## config.mk

```make
export PLATFORM = sky130hd
export DESIGN_NAME = multiciclo_control
export DESIGN_NICKNAME = d
export VERILOG_FILES = /design/src/rtl/mips_pkg.sv /design/src/rtl/alu_decoder.sv /design/src/rtl/multiciclo_control.sv
export SDC_FILE = /design/constraint.sdc
export NUM_CORES = 1
export LEC_CHECK = 0
export ABC_AREA = 1
export ABC_CLOCK_PERIOD_IN_PS = 2170
export CELL_PAD_IN_SITES_DETAIL_PLACEMENT = 0
export CELL_PAD_IN_SITES_GLOBAL_PLACEMENT = 2
export CORE_AREA = 2 2 65 67
export CTS_CLUSTER_SIZE = 16
export DETAILED_ROUTE_END_ITERATION = 8
export DIE_AREA = 0 0 67 69
export PLACE_DENSITY_LB_ADDON = 0.25
export SLEW_MARGIN = 30
export SYNTH_ARGS = -nofsm -noshare
export SYNTH_HDL_FRONTEND = slang
export SYNTH_SLANG_ARGS = --single-unit
```

## constraint.sdc

```tcl
create_clock -name clk -period 2.17 [get_ports clk]
set_clock_uncertainty 0.1 [all_clocks]
set_input_delay 0.5425 -clock clk [delete_from_list [all_inputs] [get_ports clk]]
set_output_delay 0.5425 -clock clk [all_outputs]
set_load 0.02 [all_outputs]
```

## src/rtl/mips_pkg.sv

```systemverilog
// Purpose : shared encodings for the multicycle MIPS control unit (states,
//           opcodes, funct codes, ALU operations, mux selects).
// Latency : n/a (types and constants only). Backpressure: n/a.
package mips_pkg;

  typedef enum logic [3:0] {
    S_FETCH    = 4'd0,
    S_DECODE   = 4'd1,
    S_MEM_ADDR = 4'd2,
    S_MEM_RD   = 4'd3,
    S_MEM_WB   = 4'd4,
    S_MEM_WR   = 4'd5,
    S_EXEC     = 4'd6,
    S_R_WB     = 4'd7,
    S_BRANCH   = 4'd8,
    S_JUMP     = 4'd9,
    S_ADDI_EX  = 4'd10,
    S_ADDI_WB  = 4'd11
  } state_t;

  localparam logic [5:0] OP_RTYPE = 6'b000000;
  localparam logic [5:0] OP_LW    = 6'b100011;
  localparam logic [5:0] OP_SW    = 6'b101011;
  localparam logic [5:0] OP_BEQ   = 6'b000100;
  localparam logic [5:0] OP_J     = 6'b000010;
  localparam logic [5:0] OP_ADDI  = 6'b001000;

  localparam logic [5:0] FN_ADD = 6'b100000;
  localparam logic [5:0] FN_SUB = 6'b100010;
  localparam logic [5:0] FN_AND = 6'b100100;
  localparam logic [5:0] FN_OR  = 6'b100101;
  localparam logic [5:0] FN_SLT = 6'b101010;
  localparam logic [5:0] FN_NOR = 6'b100111;

  localparam logic [3:0] ALU_AND = 4'b0000;
  localparam logic [3:0] ALU_OR  = 4'b0001;
  localparam logic [3:0] ALU_ADD = 4'b0010;
  localparam logic [3:0] ALU_SUB = 4'b0110;
  localparam logic [3:0] ALU_SLT = 4'b0111;
  localparam logic [3:0] ALU_NOR = 4'b1100;

  localparam logic [1:0] SRCB_REG    = 2'b00;
  localparam logic [1:0] SRCB_FOUR   = 2'b01;
  localparam logic [1:0] SRCB_IMM    = 2'b10;
  localparam logic [1:0] SRCB_IMMSH2 = 2'b11;

  localparam logic [1:0] PCSRC_ALU    = 2'b00;
  localparam logic [1:0] PCSRC_ALUOUT = 2'b01;
  localparam logic [1:0] PCSRC_JUMP   = 2'b10;

endpackage

```

## src/rtl/alu_decoder.sv

```systemverilog
// Purpose : funct -> ALU operation map plus a legality flag for R-type decode.
// Latency : combinational. Backpressure: none.
// Ports   : i_funct (6) in; o_operation (4), o_funct_legal (1) out.
module alu_decoder
  import mips_pkg::*;
(
  input  logic [5:0] i_funct,
  output logic [3:0] o_operation,
  output logic       o_funct_legal
);

  always_comb begin
    o_operation   = ALU_ADD;
    o_funct_legal = 1'b1;
    case (i_funct)
      FN_ADD:  o_operation = ALU_ADD;
      FN_SUB:  o_operation = ALU_SUB;
      FN_AND:  o_operation = ALU_AND;
      FN_OR:   o_operation = ALU_OR;
      FN_SLT:  o_operation = ALU_SLT;
      FN_NOR:  o_operation = ALU_NOR;
      default: o_funct_legal = 1'b0;
    endcase
  end

endmodule

```

## src/rtl/multiciclo_control.sv

```systemverilog
// Purpose : Moore FSM sequencing the multicycle MIPS datapath (fetch, decode,
//           execute, memory, write-back); drives all selects, enables, ALU op.
// Latency : 3-5 cycles per instruction; stalls one cycle per mem_ready=0 in
//           FETCH / MEM_RD / MEM_WR. Write enables are held 0 while rst is low.
// Ports   : clk, rst (async active-low), op_code, funct_field, mem_ready in;
//           datapath controls, operation, instr_done, illegal_op, state out.
module multiciclo_control
  import mips_pkg::*;
(
  input  logic       clk,
  input  logic       rst,
  input  logic [5:0] op_code,
  input  logic [5:0] funct_field,
  input  logic       mem_ready,
  output logic       PCWrite,
  output logic       PCWriteCond,
  output logic       IorD,
  output logic       MemRead,
  output logic       MemWrite,
  output logic       MemtoReg,
  output logic       IRWrite,
  output logic       RegWrite,
  output logic       RegDst,
  output logic       ALUSrcA,
  output logic [1:0] ALUSrcB,
  output logic [1:0] PCSource,
  output logic [3:0] operation,
  output logic       instr_done,
  output logic       illegal_op,
  output logic [3:0] state
);

  state_t     r_state;
  state_t     w_next;
  logic [3:0] w_alu_op;
  logic       w_funct_legal;

  alu_decoder u_alu_decoder (
    .i_funct       (funct_field),
    .o_operation   (w_alu_op),
    .o_funct_legal (w_funct_legal)
  );

  always_ff @(posedge clk or negedge rst) begin
    if (!rst) r_state <= S_FETCH;
    else      r_state <= w_next;
  end

  assign state = r_state;

  always_comb begin
    w_next      = S_FETCH;
    PCWrite     = 1'b0;
    PCWriteCond = 1'b0;
    IorD        = 1'b0;
    MemRead     = 1'b0;
    MemWrite    = 1'b0;
    MemtoReg    = 1'b0;
    IRWrite     = 1'b0;
    RegWrite    = 1'b0;
    RegDst      = 1'b0;
    ALUSrcA     = 1'b0;
    ALUSrcB     = SRCB_REG;
    PCSource    = PCSRC_ALU;
    operation   = ALU_ADD;
    instr_done  = 1'b0;
    illegal_op  = 1'b0;

    case (r_state)
      S_FETCH: begin
        MemRead = 1'b1;
        ALUSrcB = SRCB_FOUR;
        IRWrite = mem_ready;
        PCWrite = mem_ready;
        w_next  = mem_ready ? S_DECODE : S_FETCH;
      end
      S_DECODE: begin
        // ALU precomputes PC + (imm << 2) so BRANCH can use ALUOut.
        ALUSrcB = SRCB_IMMSH2;
        case (op_code)
          OP_RTYPE: begin
            if (w_funct_legal) w_next = S_EXEC;
            else               illegal_op = 1'b1;
          end
          OP_LW, OP_SW: w_next = S_MEM_ADDR;
          OP_BEQ:       w_next = S_BRANCH;
          OP_J:         w_next = S_JUMP;
          OP_ADDI:      w_next = S_ADDI_EX;
          default:      illegal_op = 1'b1;
        endcase
      end
      S_MEM_ADDR: begin
        ALUSrcA = 1'b1;
        ALUSrcB = SRCB_IMM;
        w_next  = (op_code == OP_SW) ? S_MEM_WR : S_MEM_RD;
      end
      S_MEM_RD: begin
        MemRead = 1'b1;
        IorD    = 1'b1;
        w_next  = mem_ready ? S_MEM_WB : S_MEM_RD;
      end
      S_MEM_WB: begin
        RegWrite   = 1'b1;
        MemtoReg   = 1'b1;
        instr_done = 1'b1;
      end
      S_MEM_WR: begin
        MemWrite   = 1'b1;
        IorD       = 1'b1;
        instr_done = mem_ready;
        w_next     = mem_ready ? S_FETCH : S_MEM_WR;
      end
      S_EXEC: begin
        ALUSrcA   = 1'b1;
        operation = w_alu_op;
        w_next    = S_R_WB;
      end
      S_R_WB: begin
        RegDst     = 1'b1;
        RegWrite   = 1'b1;
        instr_done = 1'b1;
      end
      S_BRANCH: begin
        ALUSrcA     = 1'b1;
        operation   = ALU_SUB;
        PCWriteCond = 1'b1;
        PCSource    = PCSRC_ALUOUT;
        instr_done  = 1'b1;
      end
      S_JUMP: begin
        PCWrite    = 1'b1;
        PCSource   = PCSRC_JUMP;
        instr_done = 1'b1;
      end
      S_ADDI_EX: begin
        ALUSrcA = 1'b1;
        ALUSrcB = SRCB_IMM;
        w_next  = S_ADDI_WB;
      end
      S_ADDI_WB: begin
        RegWrite   = 1'b1;
        instr_done = 1'b1;
      end
      default: w_next = S_FETCH;
    endcase

    // During reset the state already reads FETCH; only the enables and
    // pulses need suppressing so nothing is written while rst is low.
    if (!rst) begin
      PCWrite     = 1'b0;
      PCWriteCond = 1'b0;
      IRWrite     = 1'b0;
      RegWrite    = 1'b0;
      MemWrite    = 1'b0;
      instr_done  = 1'b0;
      illegal_op  = 1'b0;
    end
  end

endmodule
```

---- Word-level counts from Yosys, hierarchy flattened ----
Cells that the tools add are included.
word-level totals
  logic and storage cells ................. 67
  output and inout port bits .............. 24
  input port bits ......................... 15
  register bits ........................... 4
cells by class
  muxes and demuxes ....................... 33
  eq/ne operators ......................... 22
  reductions and logical operators ........ 11
operator list
  kind                number
  $eq 6x6->1 const B  8
  $pmux 4 s5          2
  $pmux 4 s7          1
  $mux 1              20
  $eq 4x3->1 const B  4
  $eq 4x4->1 const B  4
  $mux 3              4
  $reduce_or 5->1     2
  $eq 4x2->1 const B  2
  $pmux 4 s2          1
  $reduce_or 2->1     4
  $eq 6x2->1 const B  1
  $eq 6x3->1 const B  1
  $eq 6x4->1 const B  1
  $logic_not 6->1     1
  $pmux 1 s2          3
  $pmux 2 s3          1
  $reduce_or 6->1     1
  $eq 4x1->1 const B  1
  $logic_not 4->1     1
  $pmux 2 s2          1
  $reduce_or 4->1     1
  $reduce_or 3->1     1

---- Longest topological paths before layout ----
  word-level depth ........................ 7
  gate-level depth with buffers ........... 9
  gate-level depth less buffers ........... 9

---- Modules after synthesis ----
A second synthesis with hierarchy kept.
second synthesis, totals
  cells, all modules ...................... 131
  area, all modules ....................... 723.2 sq um
modules (own cells, without submodules)
  module              cells an instance  area each (sq um)  instances  sequential area each (sq um)
  multiciclo_control  104                580.6              1          100.1
  alu_decoder         27                 142.6              1          0.0

---- Worst setup path before layout ----
OpenSTA, ideal clock, no wires.
  path type ............................... flip-flop to output port
  from .................................... register r_state[1], in the netlist state[1]
  to ...................................... output instr_done
  arrival ................................. 1558 ps
  cell stages (with the launch flop) ...... 6
  path buffers ............................ 0
  data required time ...................... 1527 ps
  setup slack ............................. -30 ps
  path through ............................ dfrtp_1 > inv_1 > nand2_1 > nor2_1 > inv_1 > a31oi_1
on the way
  word-level cells in the longest chain between the ends .. 4
  elaborated cells on any way between the ends .. 9
  classes of those cells .................. 6 x eq/ne; 2 x mux; 1 x reduce/logical
RTL lines
  what                                      line                       source
  start: declaration                        multiciclo_control.sv:33   state_t r_state;
  start signal: assignment                  multiciclo_control.sv:46   else r_state <= w_next;
  $eq 4x4->1 or $eq 4x3->1 (tied branches)  multiciclo_control.sv:69   case (r_state)
  $reduce_or 5->1 (no source line)          --
  $pmux 1 s2 *                              multiciclo_control.sv:69
  $mux 1 *                                  multiciclo_control.sv:149  if (!rst) begin
  end: declaration                          multiciclo_control.sv:28   output logic instr_done,
Every way passes the cells marked *; elsewhere a longest branch is shown, timed or not.

---- Worst setup path after layout ----
  from .................................... register r_state[0], in the netlist state[0]
  to ...................................... output MemRead
on the way
  word-level cells in the longest chain between the ends .. 3
  elaborated cells on any way between the ends .. 4
  classes of those cells .................. 1 x eq/ne; 1 x mux; 2 x reduce/logical
RTL lines
  what                                           line                      source
  $eq 4x2->1 or $logic_not 4->1 (tied branches)  multiciclo_control.sv:69
  $reduce_or 2->1 (no source line) *             --
  $mux 1 *                                       multiciclo_control.sv:69
  end: declaration                               multiciclo_control.sv:18  output logic MemRead,
Marks and branches as above.

==> results by group <==
Detailed routing
  • Detail Route Antenna Nets: 0
  • Drt first pass iters: 4
  • Vias/cell: 4.134
  • Remaining DRCs: 0
  • Initial drt markers: 25
  • WL/cell: 10.58 um
  • Vias post-DR: 1083
  • Final WL: 2.772 mm

Critical path
  • Crit path launch type: flop
  • Peak fanout along the critical path: 5
  • Worst Path Required: 1.53 ns
  • CP Capture Type: output pin
  • Critical path class: flop to output pin
  • CP Data Arrival Time: 1.46 ns

Synth
  • Unique masters post-synth: 15
  • Post-synthesis cell count: 133
  • Synth Cell Area: 689.4 um^2
  • Synth Area per Inst: 5.184 um^2
  • Register area share after synthesis: 14.52%
  • Net count after synthesis: 148
  • Synth Warn #: 0
  • Seq cells post-synth: 4

Floorplan
  • Row Count: 23
  • Die X: 67 um
  • Die Ht: 69 um
  • Initial cell density of the core: 17.62%
  • Placeable Area: 3914 um^2
  • I/O pin cnt: 39
  • Die footprint: 4623 um^2

STA
  • Worst slew pin tran: 0.2409 ns
  • F_max: 474.9 MHz
  • RSZ-0062 raised after global routing: true
  • Final Worst Setup Slack: 0.06431 ns
  • Hold WS: 0.2667 ns
  • Final Setup Violations: 0
  • Crit path time final: 2.106 ns
  • Final hold viol count: 0
  • Worst rel slew slack: 83.82%
  • Final Cycle Share: 97.04%
  • Slew Limit Fails: 0

Layout
  • Most frequent cells in the layout: 41 x buf_4, 20 x inv_1, 17 x nand2_1
  • Fin nets: 229
  • Max reg flops: 4
  • Multi-input gate area: 601.8 um^2
  • ANT cells: 0
  • Area Growth Syn to Fin: 119.1%
  • Layout cells sized above 1: 52.83%
  • Fillers: 478
  • Reg area: 100.1 um^2
  • Commonest non-fill, non-tap cell in the layout: buf_4

Clock tree
  • CTS buffer count: 3
  • Root Buffer: clkbuf_8
  • CTS sink cnt: 4
  • TritonCTS clock tree: built
  • Clock slew at reported path FFs: 0.03 ns
  • Hold buffer count at cts: 0
  • H-tree Lvls: 1
  • Worst-skew pair later-pin latency: 0.21 ns
  • CTS max path bufs: 2

Status
  • Outcome: complete, no violations

Power
  • Worst VDD drop: 0.2808 mV
  • Power Dens Cells: 651.6 nW/um^2
  • Leak Pwr: 0.7981 nW

Placed design
  • Final GP Congestion: 0.8560
  • DP HPWL: 2.145 mm
  • Setup WS pre-CTS: -0.7864 ns
  • Port bufs: 38

Global routing
  • Largest net degree at the start of global routing: 7
  • Global-route wire length before repair: 4.595 mm
  • Antenna violations before repair: 0
  • Global-route usage over all layers: 12.07%
  • Vias in the first global route: 1104
  • Grt total ovfl: 0

Run
  • Max-Cap Viols: 0

Min path
  • HP Class: primary input to async pin
path summary, 6_finish.rpt:
check / start / endpoint / slack [ns] / depth (start not counted)
setup / recovery: state[0] / MemRead / 0.06 / 5
hold / removal: rst / state[2] / 0.27 / 3
setup reg to reg: state[3] / state[2] / 0.74 / 8
hold reg to reg: state[3] / state[3] / 0.67 / 2
max in group asynchronous: rst / state[1] / 1.60 / 3
min in group clk: op_code[3] / state[1] / 0.64 / 4
worst max-delay path: stages, from the launching register on:
cell           delay [ns]
dfrtp_1              0.41
inv_1                0.11
nand2_1              0.12
buf_4                0.16
a21oi_1              0.10
dlygate4sd2_1        0.34
cell usage after synthesis:
cell,count,area (um^2)
nand2_1,23,86.33
nor2_1,28,105.1
o21ai_0,6,30.03
nor3_1,3,15.01
nand3_1,17,85.08
nand4_1,5,31.28
o21ai_1,1,5.000
nor2_2,4,25.02
dfrtp_1,4,100.1
nor3b_2,1,12.51
inv_1,29,108.9
a21oi_1,4,20.02
nand2_2,3,18.77
nor2_4,3,33.78
a31oi_1,2,12.51
metrics by stage:
stage	utilization, %	power, mW	setup TNS (ns)	area [um^2]	instances
after floorplan	-	0.4396	-0.002598	695.7	133
final	38.59	0.9840	0	1510	262
after detailed placement	34.65	0.8404	-6.047	1356	250
after global routing	38.59	1.064	-0.01938	1510	262
after CTS	37.15	0.9775	-0.006951	1454	258
after global placement	34.65	0.8413	-6.018	1356	250
final cells by class:
| class | count | share of cell area (%) |
|---|---|---|
| sequential | 4 | 6.628 |
| timing repair buffer | 76 | 39.27 |
| clock buffer | 3 | 2.734 |
| inverter | 29 | 7.374 |
| multi-input combinational | 100 | 39.85 |
| tap | 50 | 4.142 |
metal layers:
layer,vias up,track usage (%),wire (um)
li1,579,-,-
met1,483,13.93,1136
met2,21,23.32,1532
met3,0,1.142,103
met4,0,2.041,0
met5,-,0,0
logic make-up (layout without fill, tap and decap cells):
group | Yosys count | count (layout) | share of synthesized area [%]
flops | 4 | 4 | 14.52
compound gates | 13 | 13 | 9.800
simple gates | 87 | 87 | 59.89
buf+inv | 29 | 108 | 15.79
repair_timing:
item                       CTS  global route
setup endpoints to repair   20            14
setup buffers                5             4
gates resized for setup    108            45
pin swaps                   14            20
power breakdown:
part	total (mW)	internal (mW)	switching (mW)
Clock	0.154	0.118	0.0359
Sequential	0.117	0.0957	0.0209
Combinational	0.713	0.317	0.396
Note: power is estimated with default switching activity, not from simulation.
